===== config.mk =====
export PLATFORM = sky130hd
export DESIGN_NAME = cache_perf_counter_bank
export DESIGN_NICKNAME = d
export VERILOG_FILES = /design/src/rtl/cache_perf_counter_bank_pkg.sv /design/src/rtl/cache_perf_counter_bank_ch_counters.sv /design/src/rtl/cache_perf_counter_bank.sv
export SDC_FILE = /design/constraint.sdc
export NUM_CORES = 1
export LEC_CHECK = 0
export BUFFER_PORTS_ARGS = -buffer_cell sky130_fd_sc_hd__buf_2
export CORE_MARGIN = 5
export CORE_UTILIZATION = 35
export DETAILED_ROUTE_END_ITERATION = 10
export PLACE_DENSITY = 0.51
export SLEW_MARGIN = 10
export SYNTH_ARGS = -nofsm -noshare
export SYNTH_HDL_FRONTEND = slang
export SYNTH_SLANG_ARGS = --single-unit

===== constraint.sdc =====
create_clock -name clk -period 2 [get_ports clk]
set_input_delay 0.4 -clock clk [delete_from_list [all_inputs] [get_ports clk]]
set_output_delay 0.4 -clock clk [all_outputs]
set_load 0.005 [all_outputs]

===== src/rtl/cache_perf_counter_bank_pkg.sv =====
// cache_perf_pkg: shared types and the command/result classifiers for the
// L2 cache performance-counter bank.
//   NUM_CNT       counters per channel (fixed at 8)
//   perf_idx_t    counter index map inside one channel
//   rd_state_t    readout FSM states
//   classify_cmd  command code -> counter index plus count/clear/snap flags
//   classify_res  lookup result code -> counter index
package cache_perf_pkg;

  localparam int NUM_CNT = 8;

  typedef enum logic [2:0] {
    CNT_READ_D  = 3'd0,
    CNT_WRITE_D = 3'd1,
    CNT_READ_I  = 3'd2,
    CNT_SNOOP   = 3'd3,
    CNT_HIT     = 3'd4,
    CNT_HITM    = 3'd5,
    CNT_NOHIT   = 3'd6,
    CNT_BAD_CMD = 3'd7
  } perf_idx_t;

  typedef enum logic {
    IDLE = 1'b0,
    RESP = 1'b1
  } rd_state_t;

  typedef struct packed {
    perf_idx_t idx;
    logic      cnt;
    logic      clr;
    logic      snap;
  } cmd_class_t;

  // n=8 (channel clear) and n=9 (snapshot) are control codes, never counted.
  function automatic cmd_class_t classify_cmd(input logic [3:0] n);
    cmd_class_t c;
    c.idx  = CNT_BAD_CMD;
    c.cnt  = 1'b1;
    c.clr  = 1'b0;
    c.snap = 1'b0;
    case (n)
      4'd0:                   c.idx = CNT_READ_D;
      4'd1:                   c.idx = CNT_WRITE_D;
      4'd2:                   c.idx = CNT_READ_I;
      4'd3, 4'd4, 4'd5, 4'd6: c.idx = CNT_SNOOP;
      4'd8: begin
        c.cnt = 1'b0;
        c.clr = 1'b1;
      end
      4'd9: begin
        c.cnt  = 1'b0;
        c.snap = 1'b1;
      end
      default: c.idx = CNT_BAD_CMD;
    endcase
    return c;
  endfunction

  function automatic perf_idx_t classify_res(input logic [1:0] c);
    if (c[1])      return CNT_NOHIT;
    else if (c[0]) return CNT_HITM;
    else           return CNT_HIT;
  endfunction

endpackage


===== src/rtl/cache_perf_counter_bank_ch_counters.sv =====
// perf_ch_counters: the eight live event counters and the sticky overflow
// flag of one monitored channel.
// Optional build macro: PERF_CNT_SAT_EN (counters saturate instead of wrap).
// Ports:
//   clk, rstb      clock, async active-low reset
//   i_clr_all      global clear (highest priority)
//   i_cmd_valid    command strobe, i_cmd_n command code
//   i_res_valid    lookup-result strobe, i_res_c result code
//   o_cnt          live counter values, index per perf_idx_t
//   o_ovf          sticky overflow flag
//   o_snap         this channel issued a snapshot command (n=9)
module perf_ch_counters
  import cache_perf_pkg::*;
#(
  parameter int CNT_W = 16
) (
  input  logic                            clk,
  input  logic                            rstb,
  input  logic                            i_clr_all,
  input  logic                            i_cmd_valid,
  input  logic [3:0]                      i_cmd_n,
  input  logic                            i_res_valid,
  input  logic [1:0]                      i_res_c,
  output logic [NUM_CNT-1:0][CNT_W-1:0]   o_cnt,
  output logic                            o_ovf,
  output logic                            o_snap
);

  logic [NUM_CNT-1:0][CNT_W-1:0] r_cnt;
  logic                          r_ovf;
  cmd_class_t                    w_cls;
  perf_idx_t                     w_res_idx;
  logic [NUM_CNT-1:0]            w_inc;
  logic                          w_clr;

  // Command and result indices never overlap, so each counter sees at most
  // one increment per cycle.
  always_comb begin
    w_cls     = classify_cmd(i_cmd_n);
    w_res_idx = classify_res(i_res_c);
    w_clr     = i_clr_all | (i_cmd_valid & w_cls.clr);
    w_inc     = '0;
    if (i_cmd_valid && w_cls.cnt) w_inc[w_cls.idx] = 1'b1;
    if (i_res_valid)              w_inc[w_res_idx] = 1'b1;
  end

  always_ff @(posedge clk or negedge rstb) begin
    if (!rstb) begin
      r_cnt <= '0;
      r_ovf <= 1'b0;
    end else if (w_clr) begin
      r_cnt <= '0;
      r_ovf <= 1'b0;
    end else begin
      for (int i = 0; i < NUM_CNT; i++) begin
        if (w_inc[i]) begin
          if (&r_cnt[i]) begin
            r_ovf <= 1'b1;
`ifdef PERF_CNT_SAT_EN
            r_cnt[i] <= r_cnt[i];
`else
            r_cnt[i] <= '0;
`endif
          end else begin
            r_cnt[i] <= r_cnt[i] + CNT_W'(1);
          end
        end
      end
    end
  end

  assign o_cnt  = r_cnt;
  assign o_ovf  = r_ovf;
  assign o_snap = i_cmd_valid & w_cls.snap;

endmodule


===== src/rtl/cache_perf_counter_bank.sv =====
// cache_perf_counter_bank: per-channel L2 cache performance counters with a
// shadow snapshot and a req/ack readout port.
// Optional build macro: PERF_CNT_SAT_EN (saturating counters).
// Ports:
//   clk, rstb                clock, async active-low reset
//   cmd_valid/cmd_n          per-channel command strobe and 4-bit code
//   res_valid/res_c          per-channel lookup strobe and 2-bit result
//   clr_all                  clear all live counters and overflow flags
//   snap_req                 copy live counters into the shadow array
//   rd_req/rd_ch/rd_sel      readout request, channel and counter index
//   rd_ack/rd_data/rd_err    one-cycle ack with shadow value / bad-channel flag
//   ovf                      sticky per-channel overflow
//
// Readout FSM:
//   state | meaning
//   IDLE  | waiting for rd_req; on request latch data/err and raise rd_ack
//   RESP  | rd_ack high for this one cycle; rd_req ignored
module cache_perf_counter_bank
  import cache_perf_pkg::*;
#(
  parameter int NUM_CH = 2,
  parameter int CNT_W  = 16
) (
  input  logic                  clk,
  input  logic                  rstb,
  input  logic [NUM_CH-1:0]     cmd_valid,
  input  logic [NUM_CH*4-1:0]   cmd_n,
  input  logic [NUM_CH-1:0]     res_valid,
  input  logic [NUM_CH*2-1:0]   res_c,
  input  logic                  clr_all,
  input  logic                  snap_req,
  input  logic                  rd_req,
  input  logic [2:0]            rd_ch,
  input  logic [2:0]            rd_sel,
  output logic                  rd_ack,
  output logic [CNT_W-1:0]      rd_data,
  output logic                  rd_err,
  output logic [NUM_CH-1:0]     ovf
);

  logic [NUM_CNT-1:0][CNT_W-1:0] w_live   [NUM_CH];
  logic [NUM_CNT-1:0][CNT_W-1:0] r_shadow [NUM_CH];
  logic [NUM_CH-1:0]             w_ch_snap;
  logic                          w_snap;
  logic [CNT_W-1:0]              w_rd_word;
  logic                          w_rd_bad;
  rd_state_t                     r_state;

  for (genvar k = 0; k < NUM_CH; k++) begin : g_ch
    perf_ch_counters #(.CNT_W(CNT_W)) u_ch (
      .clk         (clk),
      .rstb        (rstb),
      .i_clr_all   (clr_all),
      .i_cmd_valid (cmd_valid[k]),
      .i_cmd_n     (cmd_n[4*k +: 4]),
      .i_res_valid (res_valid[k]),
      .i_res_c     (res_c[2*k +: 2]),
      .o_cnt       (w_live[k]),
      .o_ovf       (ovf[k]),
      .o_snap      (w_ch_snap[k])
    );
  end

  assign w_snap = snap_req | (|w_ch_snap);

  // Shadow takes the registered live values, i.e. what they were before any
  // clear or increment landing on the same edge.
  always_ff @(posedge clk or negedge rstb) begin
    if (!rstb) begin
      for (int k = 0; k < NUM_CH; k++) r_shadow[k] <= '0;
    end else if (w_snap) begin
      for (int k = 0; k < NUM_CH; k++) r_shadow[k] <= w_live[k];
    end
  end

  // Compare-based mux so an out-of-range rd_ch never indexes the array.
  always_comb begin
    w_rd_word = '0;
    w_rd_bad  = 1'b1;
    for (int k = 0; k < NUM_CH; k++) begin
      if (rd_ch == 3'(k)) begin
        w_rd_word = r_shadow[k][rd_sel];
        w_rd_bad  = 1'b0;
      end
    end
  end

  always_ff @(posedge clk or negedge rstb) begin
    if (!rstb) begin
      r_state <= IDLE;
      rd_ack  <= 1'b0;
      rd_data <= '0;
      rd_err  <= 1'b0;
    end else begin
      case (r_state)
        IDLE: begin
          if (rd_req) begin
            r_state <= RESP;
            rd_ack  <= 1'b1;
            rd_data <= w_rd_word;
            rd_err  <= w_rd_bad;
          end
        end
        RESP: begin
          r_state <= IDLE;
          rd_ack  <= 1'b0;
        end
        default: begin
          r_state <= IDLE;
          rd_ack  <= 1'b0;
        end
      endcase
    end
  end

endmodule


==> impl_metrics.tcl, run 1 <==
set metrics [dict create \
    status "complete, but fails checks" \
    violations "setup timing" \
    ys_types 79 \
    numClockSinks 533 \
    path_class "reg -> reg" \
    routedWlPerCell_um 20.5 \
    period_needed_ps 2010 \
    drive_gt1_share_pct 28.0 \
    yosysTopAreaCell "dfrtp_1" \
    clockBufferDepth 3 \
    grt.busiest_layer "met2" \
    synth_nets 2357 \
    vias 20526 \
    fin_ws_ps -7.26 \
    total_power_mw 25.2 \
    maxCapViolations 0 \
    gp_congestion 0.889 \
    critical_path_buf_inv_count 0 \
    cp_cell_sequence "nand4_1 > or4_4 > o21ai_2 > or2_2 > o22ai_1 > o2bb2ai_1" \
    cts_tree "yes" \
    irDropWorstVdd_uv 679 \
    antenna_found_initial 2 \
    synth_area_leaders "dfrtp_1 51%, mux2_1 7.7%, mux4_2 5.5%" \
    tightest_slew_ps 710 \
    core.rowCount 100 \
    coreArea_mm2 0.0743 \
    setup-tns-final_ps -7.26 \
    netlist_instances 2314 \
    die_h_um 283 \
    dp_slack_ps -354 \
    final_common_cell "dfrtp_1" \
    worst_path_max_delay_cell "or4_4" \
    cts_made_buffers 59 \
    drcViolationCount 0 \
    layout_common_cells "532 x dfrtp_1, 398 x buf_4, 189 x nor2_1" \
    setup_violations 1 \
    first_pass_iters 5 \
    clkLatencyLatePin_ps 630 \
    viasPerCell 5.45 \
    dpl.hpwl_um 58100 \
    netlist.area_leader.share_pct 51.0 \
    cp.required_ps 2510 \
    clk_pin_slew_ps 60 \
    grt_pass1_wl_um 121000 \
    slew_violations 0 \
    relSlewSlack_pct 52.5 \
    path_max_fanout 9 \
    regToRegSetupSlack_ps -7 \
    p_per_area_mw_per_mm2 756 \
    diodes 0 \
    critPathTopFamily "simple AND/OR/NAND/NOR gates" \
    whs_ps 92.5 \
    postSynthAreaPerCell_um2 11.3 \
    synth_seq_cells 533 \
    ys_seq_area_share_pct 51.0 \
    die_w_um 283 \
    grt_max_degree 73 \
    async_flop_share_pct 100 \
    finClkSkew_ps 21.5 \
    hold_violations 0 \
    ys.flop_type "dfrtp_1" \
    post-route-period-util_pct 100 \
    use_met3_pct 2.48 \
    boundaryPins 47 \
    rsz0062_at_grt "yes" \
    start_util_pct 35.2 \
    netlist_area_mm2 0.0262 \
    overflow 0 \
    hold_path.class "in -> reg" \
    root_buffer "clkbuf_16" \
    yosys_warnings 0 \
    nets 2794 \
    syn_to_final_growth_pct 27.5 \
    grt_pass1_vias 20750 \
    grt_use_met2_pct 30.2 \
    worstSetupEndpointType "flop" \
    drtAntennaViolNets 0 \
    arrival_ps 2520 \
    die_area_mm2 0.0803 \
    portBuffers 46 \
    p_leak_nw 15.4 \
    drtIter0Drc 1239 \
    wirelength_um 77100 \
    startpoint_type "flop" \
    synth_edf_count 0 \
    stdcell_count 3768 \
    grt_use_met1_pct 27.2 \
    grt_usage_pct 18.8 \
    slowest_delay_ps 630 \
    dp_cells 3646 \
    fmax_ghz 0.498 \
    cts-htree-levels 2 \
]
-- kinds of logic (layout without fill, tap and decap cells) --
family	count (synthesis)	count (layout)	synth area share, %
mux	352	352	17.7
flops	533	533	51.0
compound gates	464	464	11.4
buf+inv	123	608	2.27
fa+ha+maj	16	16	0.765
xor+xnor	78	78	2.61
simple gates	748	748	14.3
-- Yosys cell counts (7+ instances only) --
| cell | count |
|---|---|
| nor3_1 | 28 |
| nor2_1 | 190 |
| nand4_1 | 63 |
| o21ai_0 | 199 |
| buf_1 | 9 |
| xor2_1 | 52 |
| buf_2 | 37 |
| xnor2_1 | 26 |
| a21oi_1 | 50 |
| a22o_1 | 8 |
| ha_1 | 16 |
| nor4_1 | 7 |
| mux4_2 | 64 |
| a21o_1 | 9 |
| buf_4 | 22 |
| mux2i_1 | 36 |
| o31ai_1 | 56 |
| nand3_1 | 104 |
| o221ai_1 | 16 |
| clkbuf_1 | 36 |
| mux2_2 | 72 |
| o21a_1 | 17 |
| a31oi_1 | 26 |
| inv_1 | 17 |
| nand2b_1 | 19 |
| and2_1 | 13 |
| nor3b_1 | 8 |
| and3_1 | 57 |
| o41ai_1 | 23 |
| mux2_1 | 180 |
| nand2_1 | 176 |
| and4_1 | 22 |
| dfrtp_1 | 533 |
| or3_1 | 12 |
| nor2b_1 | 21 |
-- path summary, 6_finish.rpt --
check	cells after the start	startpoint	end
worst max-delay path	6	g_ch[0].u_ch.o_cnt[72]	g_ch[0].u_ch.o_cnt[77]
worst min-delay path	3	rd_ch[2]	rd_err
worst max register to register	6	g_ch[0].u_ch.o_cnt[72]	g_ch[0].u_ch.o_cnt[77]
worst min register to register	1	r_state	rd_ack
max in group asynchronous	4	rstb	g_ch[1].u_ch.o_cnt[127]
min in group asynchronous	2	rstb	r_shadow[165]
-- sequential cells by signal, summed over array words and instances, names as in the netlist --
name	cells
r_shadow	256
rd_err	1
rd_data	16
g_ch.u_ch.o_cnt	256
r_state	1
g_ch.u_ch.o_ovf	2
rd_ack	1
-- where the power goes --
group	internal, mW	leakage (nW)	switching (mW)
Sequential	10.9	7.39	0.102
Clock	7.81	1.10	4.57
Combinational	0.779	6.94	1.07
Total	19.5	15.4	5.74
-- layout make-up --
type	instances	area, µm²
fillers	6882	40900
flip-flops and latches	533	13300
multi-input cells	1658	12600
well taps	969	1210
inverters	17	63.8
clock inverters	29	538
clock buffers	80	1690
repair buffers	482	3950
-- tightest hold or removal path, cell delays in order --
cell     delay (ps)
buf_2            80
nor2_1           40
o21ai_0         140
-- metal layers --
metal / part of all wire [%] / routed length [µm] / vias up
met4: 2.3 / 1790 / 0
met5: 0 / 0 / -
met1: 47 / 36300 / 10456
met3: 4.3 / 3290 / 103
li1: - / - / 9499
met2: 46 / 35600 / 468
-- timing repair --
item,CTS,global route
resized for setup,12,63
setup buffers,1,9
pin swaps,4,12
cloned,0,1
setup endpoints to repair,36,109
hold buffers,2,0
hold endpoints to repair,80,0
-- stage by stage --
step	util, %	area [µm²]
2_1_floorplan	-	26200
3_3_place_gp	41.4	30700
3_5_place_dp	41.4	30700
4_1_cts	44.5	33000
5_1_grt	44.9	33400
6_report	44.9	33400
(Power assumes the default switching activity.)
==> run 2, diff against run 1 <==
--- a/config.mk
+++ b/config.mk
@@ -9,7 +9,6 @@
 export CORE_MARGIN = 5
 export CORE_UTILIZATION = 35
 export DETAILED_ROUTE_END_ITERATION = 10
-export PLACE_DENSITY = 0.51
 export SLEW_MARGIN = 10
 export SYNTH_ARGS = -nofsm -noshare
 export SYNTH_HDL_FRONTEND = slang
==> constraint.sdc (replaced) <==
create_clock -name clk -period 2 [get_ports clk]
set_input_delay 0.2 -clock clk [delete_from_list [all_inputs] [get_ports clk]]
set_output_delay 0.2 -clock clk [all_outputs]
set_load 0.005 [all_outputs]
==> impl_metrics.tcl, run 2 (synthesized netlist as in run 1, its figures left out) <==
set metrics [dict create \
    status "finished clean" \
    boundaryPins 47 \
    cp.required_ps 2470 \
    min_path_cells 4 \
    place_area_mm2 0.0299 \
    viasPerCell 5.57 \
    stdcell_count 3675 \
    reg2reg_to "g_ch[1].u_ch.o_ovf" \
    startpoint_type "flop" \
    path_max_fanout 4 \
    p_int_mw 18.3 \
    grt_max_degree 61 \
    cts_made_buffers 57 \
    vias 20458 \
    regToRegSetupSlack_ps 30 \
    drtIter0Drc 1759 \
    clk_pin_slew_ps 60 \
    nets 2701 \
    drive_gt1_share_pct 25.7 \
    grt_pass1_vias 20343 \
    drcViolationCount 0 \
    layout_common_cells "532 x dfrtp_1, 311 x buf_4, 189 x nor2_1" \
    hold_violations 0 \
    gp_congestion 0.883 \
    cts_tree "yes" \
    dp_cells 3545 \
    wirelength_um 75500 \
    slew_violations 0 \
    antenna_found_initial 5 \
    relSlewSlack_pct 23.7 \
    clkLatencyLatePin_ps 620 \
    drtAntennaViolNets 0 \
    path_class "reg -> reg" \
    core.rowCount 100 \
    tightest_slew_ps 1140 \
    rr_worst_depth 8 \
    p_seq_share_pct 46.0 \
    coreArea_mm2 0.0743 \
    overflow 0 \
    root_buffer "clkbuf_16" \
    dpl.hpwl_um 56100 \
    first_pass_iters 7 \
    grt_pass1_wl_um 119000 \
    irDropWorstVdd_uv 623 \
    die_area_mm2 0.0803 \
    hold_path.startpoint "res_valid[1]" \
    total_power_mw 23.9 \
    hold_path.class "in -> reg" \
    p_leak_nw 14.8 \
    fmax_ghz 0.507 \
    fin_area_mm2 0.0324 \
    whs_ps 33.4 \
    clock_power_share_pct 46.6 \
    maxCapViolations 0 \
    setup_violations 0 \
    cts-htree-levels 2 \
    grt_usage_pct 18.4 \
    arrival_ps 2440 \
    rsz0062_at_grt "yes" \
    finClkSkew_ps 19.1 \
    r2r-start "g_ch[1].u_ch.o_cnt[17]" \
    switching_share_pct 23.6 \
    p_per_area_mw_per_mm2 739 \
    die_h_um 283 \
    clockBufferDepth 3 \
    holdPathEnd "g_ch[1].u_ch.o_cnt[69]" \
    power_frac_comb_pct 7.5 \
    period_needed_ps 1970 \
    syn_to_final_growth_pct 23.7 \
    final_common_cell "dfrtp_1" \
    p_switching_mw 5.64 \
    numClockSinks 533 \
    worstSetupEndpointType "flop" \
    die_w_um 283 \
    routedWlPerCell_um 20.6 \
    post-route-period-util_pct 98.6 \
    start_util_pct 35.2 \
    portBuffers 46 \
    fin_util_pct 43.6 \
]
-- run 2: repair_timing --
action | 4_1_cts | 5_1_grt
buffers inserted | 3 | 13
endpoints found under the hold margin | 46 | 0
setup endpoints to repair | 40 | 120
pin swaps | 3 | 23
gates cloned | 0 | 1
gates resized for setup | 20 | 69
hold buffers | 6 | 0
-- run 2: worst max path at each step --
stage,end,depth (start not counted),start,slack (ps)
2_1_floorplan,g_ch[1].u_ch.o_cnt[125],7,g_ch[1].u_ch.o_cnt[112],3
3_3_place_gp,g_ch[1].u_ch.o_ovf,7,cmd_n[7],-160
3_5_place_dp,g_ch[1].u_ch.o_ovf,8,g_ch[1].u_ch.o_cnt[17],-200
6_report,g_ch[1].u_ch.o_ovf,8,g_ch[1].u_ch.o_cnt[17],30
4_1_cts,g_ch[1].u_ch.o_ovf,7,g_ch[1].u_ch.o_cnt[112],-20
5_1_grt,g_ch[0].u_ch.o_cnt[45],8,g_ch[0].u_ch.o_cnt[32],-20
-- run 2: cell type report --
cell class                      instances  area [µm²]
Fill cell                            6899       41900
Sequential cell                       533       13300
Multi-Input combinational cell       1659       12600
Timing Repair Buffer                  390        3170
Clock buffer                           75        1560
Tap cell                              969        1210
Clock inverter                         31         400
Inverter                               17        63.8
Antenna cell                            1        2.50
-- run 2: metrics by stage --
step / setup WS (ps) / TNS [ps]
2_1_floorplan: 3.02 / 0
3_3_place_gp: -159 / -6210
3_5_place_dp: -199 / -16030
4_1_cts: -15.9 / -21.8
5_1_grt: -24.0 / -74.3
6_report: 27.2 / 0
-- run 2: metal layers --
| metal | routed length [µm] | part of all wire (%) | global-route usage, % |
|---|---|---|---|
| met1 | 33000 | 44 | 25.4 |
| met5 | 21 | 0.028 | 0 |
| met2 | 35700 | 47 | 29.6 |
| met4 | 1910 | 2.5 | 5.21 |
| met3 | 4830 | 6.4 | 3.57 |
-- run 2: worst max-delay path, stage by stage (launching register included) --
cell and delay, ps:
dfrtp_1 390, ha_2 200, nand3_1 140, buf_4 150
nor4_2 50, a21oi_1 340, o21ai_2 150, a21oi_2 240
a31oi_2 160
-- run 2: power groups by stage --
stage | Clock [mW] | Sequential (mW) | Combinational [mW]
2_1_floorplan | 0 | 11.2 | 0.833
3_3_place_gp | 0 | 11.2 | 1.71
3_5_place_dp | 0 | 11.2 | 1.74
4_1_cts | 11.4 | 11.0 | 1.77
5_1_grt | 11.8 | 11.0 | 1.96
6_report | 11.1 | 11.0 | 1.79
